[src/rtl/tt_um_ringosc_freq_meter_if.sv]
// ---------------------------------------------------------------------------
// tt_um_ringosc_freq_meter_if
// Bundles the standard Tiny Tapeout pin set used by the ring-oscillator
// frequency meter. Signal names are kept identical to the Tiny Tapeout pins.
//   ui_in   [7:0] : dedicated inputs  (sig, start, cont, byte_sel)
//   uo_out  [7:0] : dedicated outputs (selected result byte)
//   uio_in  [7:0] : bidirectional inputs (unused)
//   uio_out [7:0] : bidirectional outputs (busy, done, ovf, sig_sync)
//   uio_oe  [7:0] : bidirectional output enables
//   ena           : design enable (ignored)
// Modports: master = environment driving the pins, slave = the meter.
// ---------------------------------------------------------------------------
interface tt_um_ringosc_freq_meter_if;
    logic [7:0] ui_in;
    logic [7:0] uo_out;
    logic [7:0] uio_in;
    logic [7:0] uio_out;
    logic [7:0] uio_oe;
    logic       ena;

    modport master (
        output ui_in, uio_in, ena,
        input  uo_out, uio_out, uio_oe
    );

    modport slave (
        input  ui_in, uio_in, ena,
        output uo_out, uio_out, uio_oe
    );
endinterface

[src/rtl/tt_um_ringosc_freq_meter.sv]
// ---------------------------------------------------------------------------
// tt_um_ringosc_freq_meter
// Counts rising edges of an asynchronous input (ui_in[0]) over a gate window
// of 2^GATE_LOG2 clk cycles and latches the count into a result register that
// is read one byte at a time on uo_out.
//
// Parameters:
//   GATE_LOG2 : gate window is 2^GATE_LOG2 clk cycles (default 10)
//   CNT_W     : edge counter / result width, 8..16 (default 16)
// Ports:
//   clk   : system clock
//   rst_n : asynchronous active-low reset
//   tt_if : Tiny Tapeout pins (slave side)
//           ui_in[0] sig, [1] start (rising edge), [2] cont, [3] byte_sel
//           uo_out   result[7:0] or result[CNT_W-1:8] zero-extended
//           uio_out  [0] busy, [1] done, [2] ovf, [3] sig_sync, [7:4] 0
//           uio_oe   constant 8'h0F
// Optional feature macro: FREQ_METER_CONT_EN
//   defined   : ui_in[2] enables back-to-back continuous windows
//   undefined : ui_in[2] ignored, every window ends in IDLE
// ---------------------------------------------------------------------------
module tt_um_ringosc_freq_meter #(
    parameter int GATE_LOG2 = 10,
    parameter int CNT_W     = 16
) (
    input  logic                       clk,
    input  logic                       rst_n,
    tt_um_ringosc_freq_meter_if.slave  tt_if
);

    typedef enum logic {IDLE = 1'b0, GATE = 1'b1} state_t;

    localparam logic [GATE_LOG2-1:0] TIMER_MAX = '1;
    localparam logic [GATE_LOG2-1:0] TIMER_ONE = GATE_LOG2'(1);
    localparam logic [CNT_W-1:0]     CNT_MAX   = '1;
    localparam logic [CNT_W-1:0]     CNT_ONE   = CNT_W'(1);

    state_t                 state_q, state_d;
    logic [GATE_LOG2-1:0]   timer_q, timer_d;
    logic [CNT_W-1:0]       edge_cnt_q, edge_cnt_d;
    logic                   ovf_run_q, ovf_run_d;
    logic [CNT_W-1:0]       result_q, result_d;
    logic                   ovf_q, ovf_d;
    logic                   done_q, done_d;

    // Two-flop synchronisers plus one delayed copy for edge detection.
    logic [1:0]             sig_sync_q, start_sync_q;
    logic                   sig_prev_q, start_prev_q;
    logic                   sig_rise, start_rise;

    logic                   cont;
    logic                   unused_ok;
    logic [CNT_W-1:0]       cnt_step;
    logic                   ovf_step;
    logic                   sat;
    logic [15:0]            result_ext;

`ifdef FREQ_METER_CONT_EN
    assign cont      = tt_if.ui_in[2];
    assign unused_ok = &{1'b0, tt_if.ena, tt_if.uio_in, tt_if.ui_in[7:4]};
`else
    assign cont      = 1'b0;
    assign unused_ok = &{1'b0, tt_if.ena, tt_if.uio_in, tt_if.ui_in[7:4],
                         tt_if.ui_in[2]};
`endif

    assign sig_rise   = sig_sync_q[1]   & ~sig_prev_q;
    assign start_rise = start_sync_q[1] & ~start_prev_q;

    always_ff @(posedge clk or negedge rst_n) begin
        if (!rst_n) begin
            sig_sync_q   <= 2'b00;
            start_sync_q <= 2'b00;
            sig_prev_q   <= 1'b0;
            start_prev_q <= 1'b0;
            state_q      <= IDLE;
            timer_q      <= '0;
            edge_cnt_q   <= '0;
            ovf_run_q    <= 1'b0;
            result_q     <= '0;
            ovf_q        <= 1'b0;
            done_q       <= 1'b0;
        end else begin
            sig_sync_q   <= {sig_sync_q[0], tt_if.ui_in[0]};
            start_sync_q <= {start_sync_q[0], tt_if.ui_in[1]};
            sig_prev_q   <= sig_sync_q[1];
            start_prev_q <= start_sync_q[1];
            state_q      <= state_d;
            timer_q      <= timer_d;
            edge_cnt_q   <= edge_cnt_d;
            ovf_run_q    <= ovf_run_d;
            result_q     <= result_d;
            ovf_q        <= ovf_d;
            done_q       <= done_d;
        end
    end

    always_comb begin
        state_d    = state_q;
        timer_d    = timer_q;
        edge_cnt_d = edge_cnt_q;
        ovf_run_d  = ovf_run_q;
        result_d   = result_q;
        ovf_d      = ovf_q;
        done_d     = done_q;

        // Count this cycle's edge (saturating); an edge arriving at the
        // ceiling is remembered as an overflow instead of wrapping.
        sat      = (edge_cnt_q == CNT_MAX);
        cnt_step = edge_cnt_q;
        if (sig_rise && !sat) begin
            cnt_step = edge_cnt_q + CNT_ONE;
        end
        ovf_step = ovf_run_q | (sig_rise & sat);

        case (state_q)
            IDLE: begin
                if (start_rise) begin
                    state_d    = GATE;
                    timer_d    = TIMER_MAX;
                    edge_cnt_d = '0;
                    ovf_run_d  = 1'b0;
                    done_d     = 1'b0;
                end
            end
            GATE: begin
                if (timer_q == '0) begin
                    // Last window cycle: latch the count including this
                    // cycle's edge, then either reload or stop.
                    result_d = cnt_step;
                    ovf_d    = ovf_step;
                    done_d   = 1'b1;
                    if (cont) begin
                        timer_d    = TIMER_MAX;
                        edge_cnt_d = '0;
                        ovf_run_d  = 1'b0;
                    end else begin
                        state_d = IDLE;
                    end
                end else begin
                    timer_d    = timer_q - TIMER_ONE;
                    edge_cnt_d = cnt_step;
                    ovf_run_d  = ovf_step;
                end
            end
            default: state_d = IDLE;
        endcase
    end

    // Zero-extend so the upper byte reads 0 when CNT_W is 8.
    assign result_ext   = 16'(result_q);
    assign tt_if.uo_out = tt_if.ui_in[3] ? result_ext[15:8] : result_ext[7:0];
    assign tt_if.uio_out = {4'b0000, sig_sync_q[1], ovf_q, done_q,
                            (state_q == GATE)};
    assign tt_if.uio_oe  = 8'h0F;

endmodule

[src/flat_wrapper.sv]
// flat-port wrapper written by rule: the top's interface ports become plain ports
module tt_um_ringosc_freq_meter_flat 
#(
    parameter int GATE_LOG2 = 10,
    parameter int CNT_W     = 16
)
  (clk, rst_n, tt_if_ui_in, tt_if_uio_in, tt_if_ena, tt_if_uo_out, tt_if_uio_out, tt_if_uio_oe);
  tt_um_ringosc_freq_meter_if tt_if_i ();
  input  logic clk;
  input  logic rst_n;
  input wire logic [$bits(tt_if_i.ui_in)-1:0] tt_if_ui_in;
  input wire logic [$bits(tt_if_i.uio_in)-1:0] tt_if_uio_in;
  input wire logic [$bits(tt_if_i.ena)-1:0] tt_if_ena;
  output wire logic [$bits(tt_if_i.uo_out)-1:0] tt_if_uo_out;
  output wire logic [$bits(tt_if_i.uio_out)-1:0] tt_if_uio_out;
  output wire logic [$bits(tt_if_i.uio_oe)-1:0] tt_if_uio_oe;
  assign tt_if_i.ui_in = tt_if_ui_in;
  assign tt_if_i.uio_in = tt_if_uio_in;
  assign tt_if_i.ena = tt_if_ena;
  assign tt_if_uo_out = tt_if_i.uo_out;
  assign tt_if_uio_out = tt_if_i.uio_out;
  assign tt_if_uio_oe = tt_if_i.uio_oe;
  tt_um_ringosc_freq_meter #(.GATE_LOG2(GATE_LOG2), .CNT_W(CNT_W)) u_core (.clk(clk), .rst_n(rst_n), .tt_if(tt_if_i));
endmodule
[config.mk]
export PLATFORM = sky130hd
export DESIGN_NAME = tt_um_ringosc_freq_meter_flat
export DESIGN_NICKNAME = d
export VERILOG_FILES = /design/src/rtl/tt_um_ringosc_freq_meter_if.sv /design/src/rtl/tt_um_ringosc_freq_meter.sv /design/src/flat_wrapper.sv
export SDC_FILE = /design/constraint.sdc
export NUM_CORES = 1
export LEC_CHECK = 0
export ABC_CLOCK_PERIOD_IN_PS = 2220
export CAP_MARGIN = 20
export CORE_MARGIN = 4
export CORE_UTILIZATION = 50
export DETAILED_ROUTE_END_ITERATION = 16
export HOLD_SLACK_MARGIN = 0.15
export PLACE_DENSITY = 0.74
export SETUP_SLACK_MARGIN = 0.2
export SLEW_MARGIN = 20
export SYNTH_ARGS = -nofsm -noshare
export SYNTH_HDL_FRONTEND = slang
export SYNTH_SLANG_ARGS = --single-unit
[constraint.sdc]
create_clock -name clk -period 2.22 [get_ports clk]
set_clock_uncertainty 0.05 [all_clocks]
set_input_delay 0.444 -clock clk [delete_from_list [all_inputs] [get_ports clk]]
set_output_delay 0.444 -clock clk [all_outputs]
set_load 0.01 [all_outputs]
==> results.py <==
metrics = {
    "pwr": {
        "leakage_nw": 1.55,
        "ir_drop_mv": 0.499,
        "switching_share_pct": 32.8,
        "clkPwrFrac_pct": 23.0,
        "p_sw_w": 0.000795,
        "seq_power_share_pct": 50.1,
        "power_density_mw_per_mm2": 666,
        "combinationalPowerShare_pct": 27.0,
        "p_int_w": 0.00163,
    },
    "global_routing": {
        "gr-usage-all-layers_pct": 21.5,
        "overflow": 0,
        "antenna_found_initial": 0,
        "grt_start_max_net_pins": 32,
        "grt_pass1_vias": 2512,
        "grt_pass1_wl_um": 12400,
    },
    "timing": {
        "worst_slack_ns": 0.253,
        "post-route-min-period_ns": 1.97,
        "slew_viol_final": 0,
        "fin_crit_sh_pct": 88.6,
        "max-slew-margin-rel_pct": 64.7,
        "holdWs_ns": 0.304,
        "rsz0062_at_grt": "yes",
        "max_slew.worst_pin.slew_ns": 0.530,
        "finalHoldViolations": 0,
        "fmax_mhz": 508,
        "setup_violations": 0,
    },
    "floorplan": {
        "core_area_mm2": 0.00568,
        "start_util_pct": 52.9,
        "die_w_um": 85.5,
        "dieHeight_um": 85.5,
        "rows": 27,
        "ios": 43,
        "dieArea_mm2": 0.00730,
    },
    "clock_network": {
        "numCtsBuffers": 5,
        "clk_pin_slew_ns": 0.09,
        "cts_buffer_depth": 2,
        "clk_root_buffer_cell": "clkbuf_8",
        "clk_latency_ns": 0.31,
        "cts_tree": "done",
        "cts_sinks": 52,
        "htreeDepth": 2,
    },
    "layout": {
        "drive_gt1_share_pct": 25.8,
        "diodes": 0,
        "nets": 384,
        "final_area_mm2": 0.00365,
        "areaGrowthSynthToFinish_pct": 21.5,
        "final_util_pct": 64.2,
    },
    "route": {
        "drt-wirelength-per-cell_um": 17.2,
        "drc": 0,
        "wl_um": 7500,
        "firstDrtPassIters": 5,
        "vias": 2721,
        "viasPerCell": 6.24,
        "drt-initial-drc-count": 290,
        "ant_nets": 0,
    },
    "placement": {
        "place_ws_ns": -0.162,
        "io_buffer_count": 16,
        "post-dp-hpwl_um": 5380,
        "place_area_mm2": 0.00336,
        "place.gp.congestion": 0.935,
    },
    "synthesis": {
        "synthCells": 322,
        "syn-cell-area_mm2": 0.00300,
        "synth_area_leaders": "dfrtp_1 (43%), a31oi_1 (6.0%), buf_4 (4.0%), o21ai_0 (3.3%), mux2_2 (3.0%)",
        "yosysSeqAreaShare_pct": 43.4,
        "synth_edf_count": 0,
        "synth_async_sr_flop_share_pct": 100,
        "avgSynthCellArea_um2": 9.32,
        "yosys_warnings": 0,
        "synth_area_leader_cell": "dfrtp_1",
        "synth.distinct_cells": 59,
        "ys_seq_elements": 52,
        "synth_top_area_share_pct": 43.4,
        "synth_ff_type": "dfrtp_1",
    },
    "worst_setup_path": {
        "crit_start": "u_core.timer_q[1]",
        "cpPeakStageDelay_ns": 0.48,
        "rr_startpoint": "u_core.timer_q[1]",
        "r2r_slack_ns": 0.25,
        "startpoint_type": "flop",
        "cp_data_arrival_time_ns": 2.14,
        "crit_required_ns": 2.40,
        "critical_path.endpoint": "u_core.edge_cnt_q[9]",
        "crit_top_cell": "buf_6",
        "path_max_fanout": 6,
        "crit_type": "reg -> reg",
        "setup.worst_path.end_class": "flop",
        "path_cells": "inv_1 -> ha_2 -> or4b_4 -> o31ai_4 -> buf_6 -> nand2_4 -> buf_6 -> a31oi_1",
        "reg2regPathDepth": 8,
        "cp_slowest_cell": "or4b_4",
        "reg2reg_to": "u_core.edge_cnt_q[9]",
    },
    "run": {
        "cap_violations": 0,
    },
    "worst_hold_path": {
        "min_path_type": "reg -> reg",
    },
    "status": {
        "outcome": "complete, no violations",
    },
}
logic make-up after synthesis:
family	count (synthesis)	share of synthesized area, %
adders and majority gates	2	0.834
other	2	0.250
xor gates and xnor gates	2	0.584
buffers and inverters	44	8.21
DFF	52	43.4
muxes	12	4.34
and+or+nand+nor	121	23.4
AOI/OAI and AO/OA	87	19.1
cells in the final DEF, fill, tap and decap left out, types with 8 or more instances in the layout:
cell	netlist	layout
o21ai_0	20	20
nand4_1	8	8
dfrtp_1	52	51
buf_4	16	37
nor2_1	23	23
a31oi_1	29	26
conb_1	2	12
nand2_1	21	20
buf_6	1	12
nor3_1	9	9
nand3_1	11	11
mux2_2	8	8
per-layer routing:
metal	up-vias	track usage (%)	share of wire [%]
li1	1277	-	-
met1	1315	29.0	44
met2	110	34.2	47
met3	19	4.47	6.1
met4	0	7.63	2.5
met5	-	0	0
power groups by stage:
stage	sequential (W)	clock, W	combinational (W)
global route	0.00123	0.000607	0.000732
global placement	0.00121	0	0.000505
detailed placement	0.00122	0	0.000525
finish	0.00122	0.000557	0.000655
floorplan	0.00117	0	0.000377
CTS	0.00119	0.000571	0.000583
per-stage QoR:
stage,power [W],std cells,TNS [ns]
finish,0.00243,436,0
floorplan,0.00155,332,0
detailed placement,0.00175,419,-1.25
global placement,0.00172,419,-1.13
global route,0.00257,436,0
CTS,0.00235,433,0
final cells by class:
cell class / count / area (µm²)
Multi-Input combinational cell: 236 / 1610
Inverter: 6 / 22.5
Tap cell: 72 / 90.1
Timing Repair Buffer: 62 / 536
Fill cell: 481 / 2030
Sequential cell: 52 / 1300
Clock buffer: 8 / 90.1
repair_timing:
item | CTS | global route
cloned | 1 | 0
setup buffers | 4 | 3
resized for setup | 42 | 23
pin swaps | 3 | 6
endpoints found under the setup margin | 22 | 30
hold buffers | 1 | 0
hold endpoints to repair | 21 | 0
synthesized netlist by cell type, drive strengths merged (3+ instances only):
library cell  count
and4              6
mux2i             4
nor4              7
mux2              8
nor2             23
and3              3
nor3              9
o311ai            3
nand4b            4
a211o             3
dfrtp            52
o21ai            22
or3               8
clkbuf           10
a21oi             7
a31oi            29
nand3            12
nand4             9
nand2            21
inv               6
nor3b             3
or4               7
a21o              4
o31ai             6
buf              28
critical path, delay by kind of cell (launching register included):
kind                     cells  cell delay (ns)
buffers and inverters        3             0.38
AO/OA/AOI/OAI                2             0.36
AND/OR/NAND/NOR              2             0.54
adder cells (fa/ha/maj)      1             0.16
flip-flops                   1             0.39
worst min-delay path by stage:
stage / startpoint / endpoint / slack, ns / cells past startpoint
6_report: u_core.sig_sync_q[0] / u_core.sig_sync_q[1] / 0.30 / 0
5_1_grt: u_core.sig_sync_q[0] / u_core.sig_sync_q[1] / 0.33 / 0
4_1_cts: u_core.sig_sync_q[0] / u_core.sig_sync_q[1] / 0.31 / 0
3_5_place_dp: u_core.sig_sync_q[0] / u_core.sig_sync_q[1] / 0.28 / 0
3_3_place_gp: u_core.sig_sync_q[0] / u_core.sig_sync_q[1] / 0.28 / 0
2_1_floorplan: rst_n / u_core.done_q / 0.1 / 0
sequential cells by signal (all words and copies together) (netlist names):
register	count
u_core.result_ext	16
u_core.done_q	1
u_core.ovf_run_q	1
u_core.ovf_q	1
u_core.edge_cnt_q	16
u_core.sig_sync_q	2
u_core.start_sync_q	2
u_core.state_q	1
u_core.sig_prev_q	1
u_core.start_prev_q	1
u_core.timer_q	10
No activity file was read; power rests on OpenSTA's default activity.
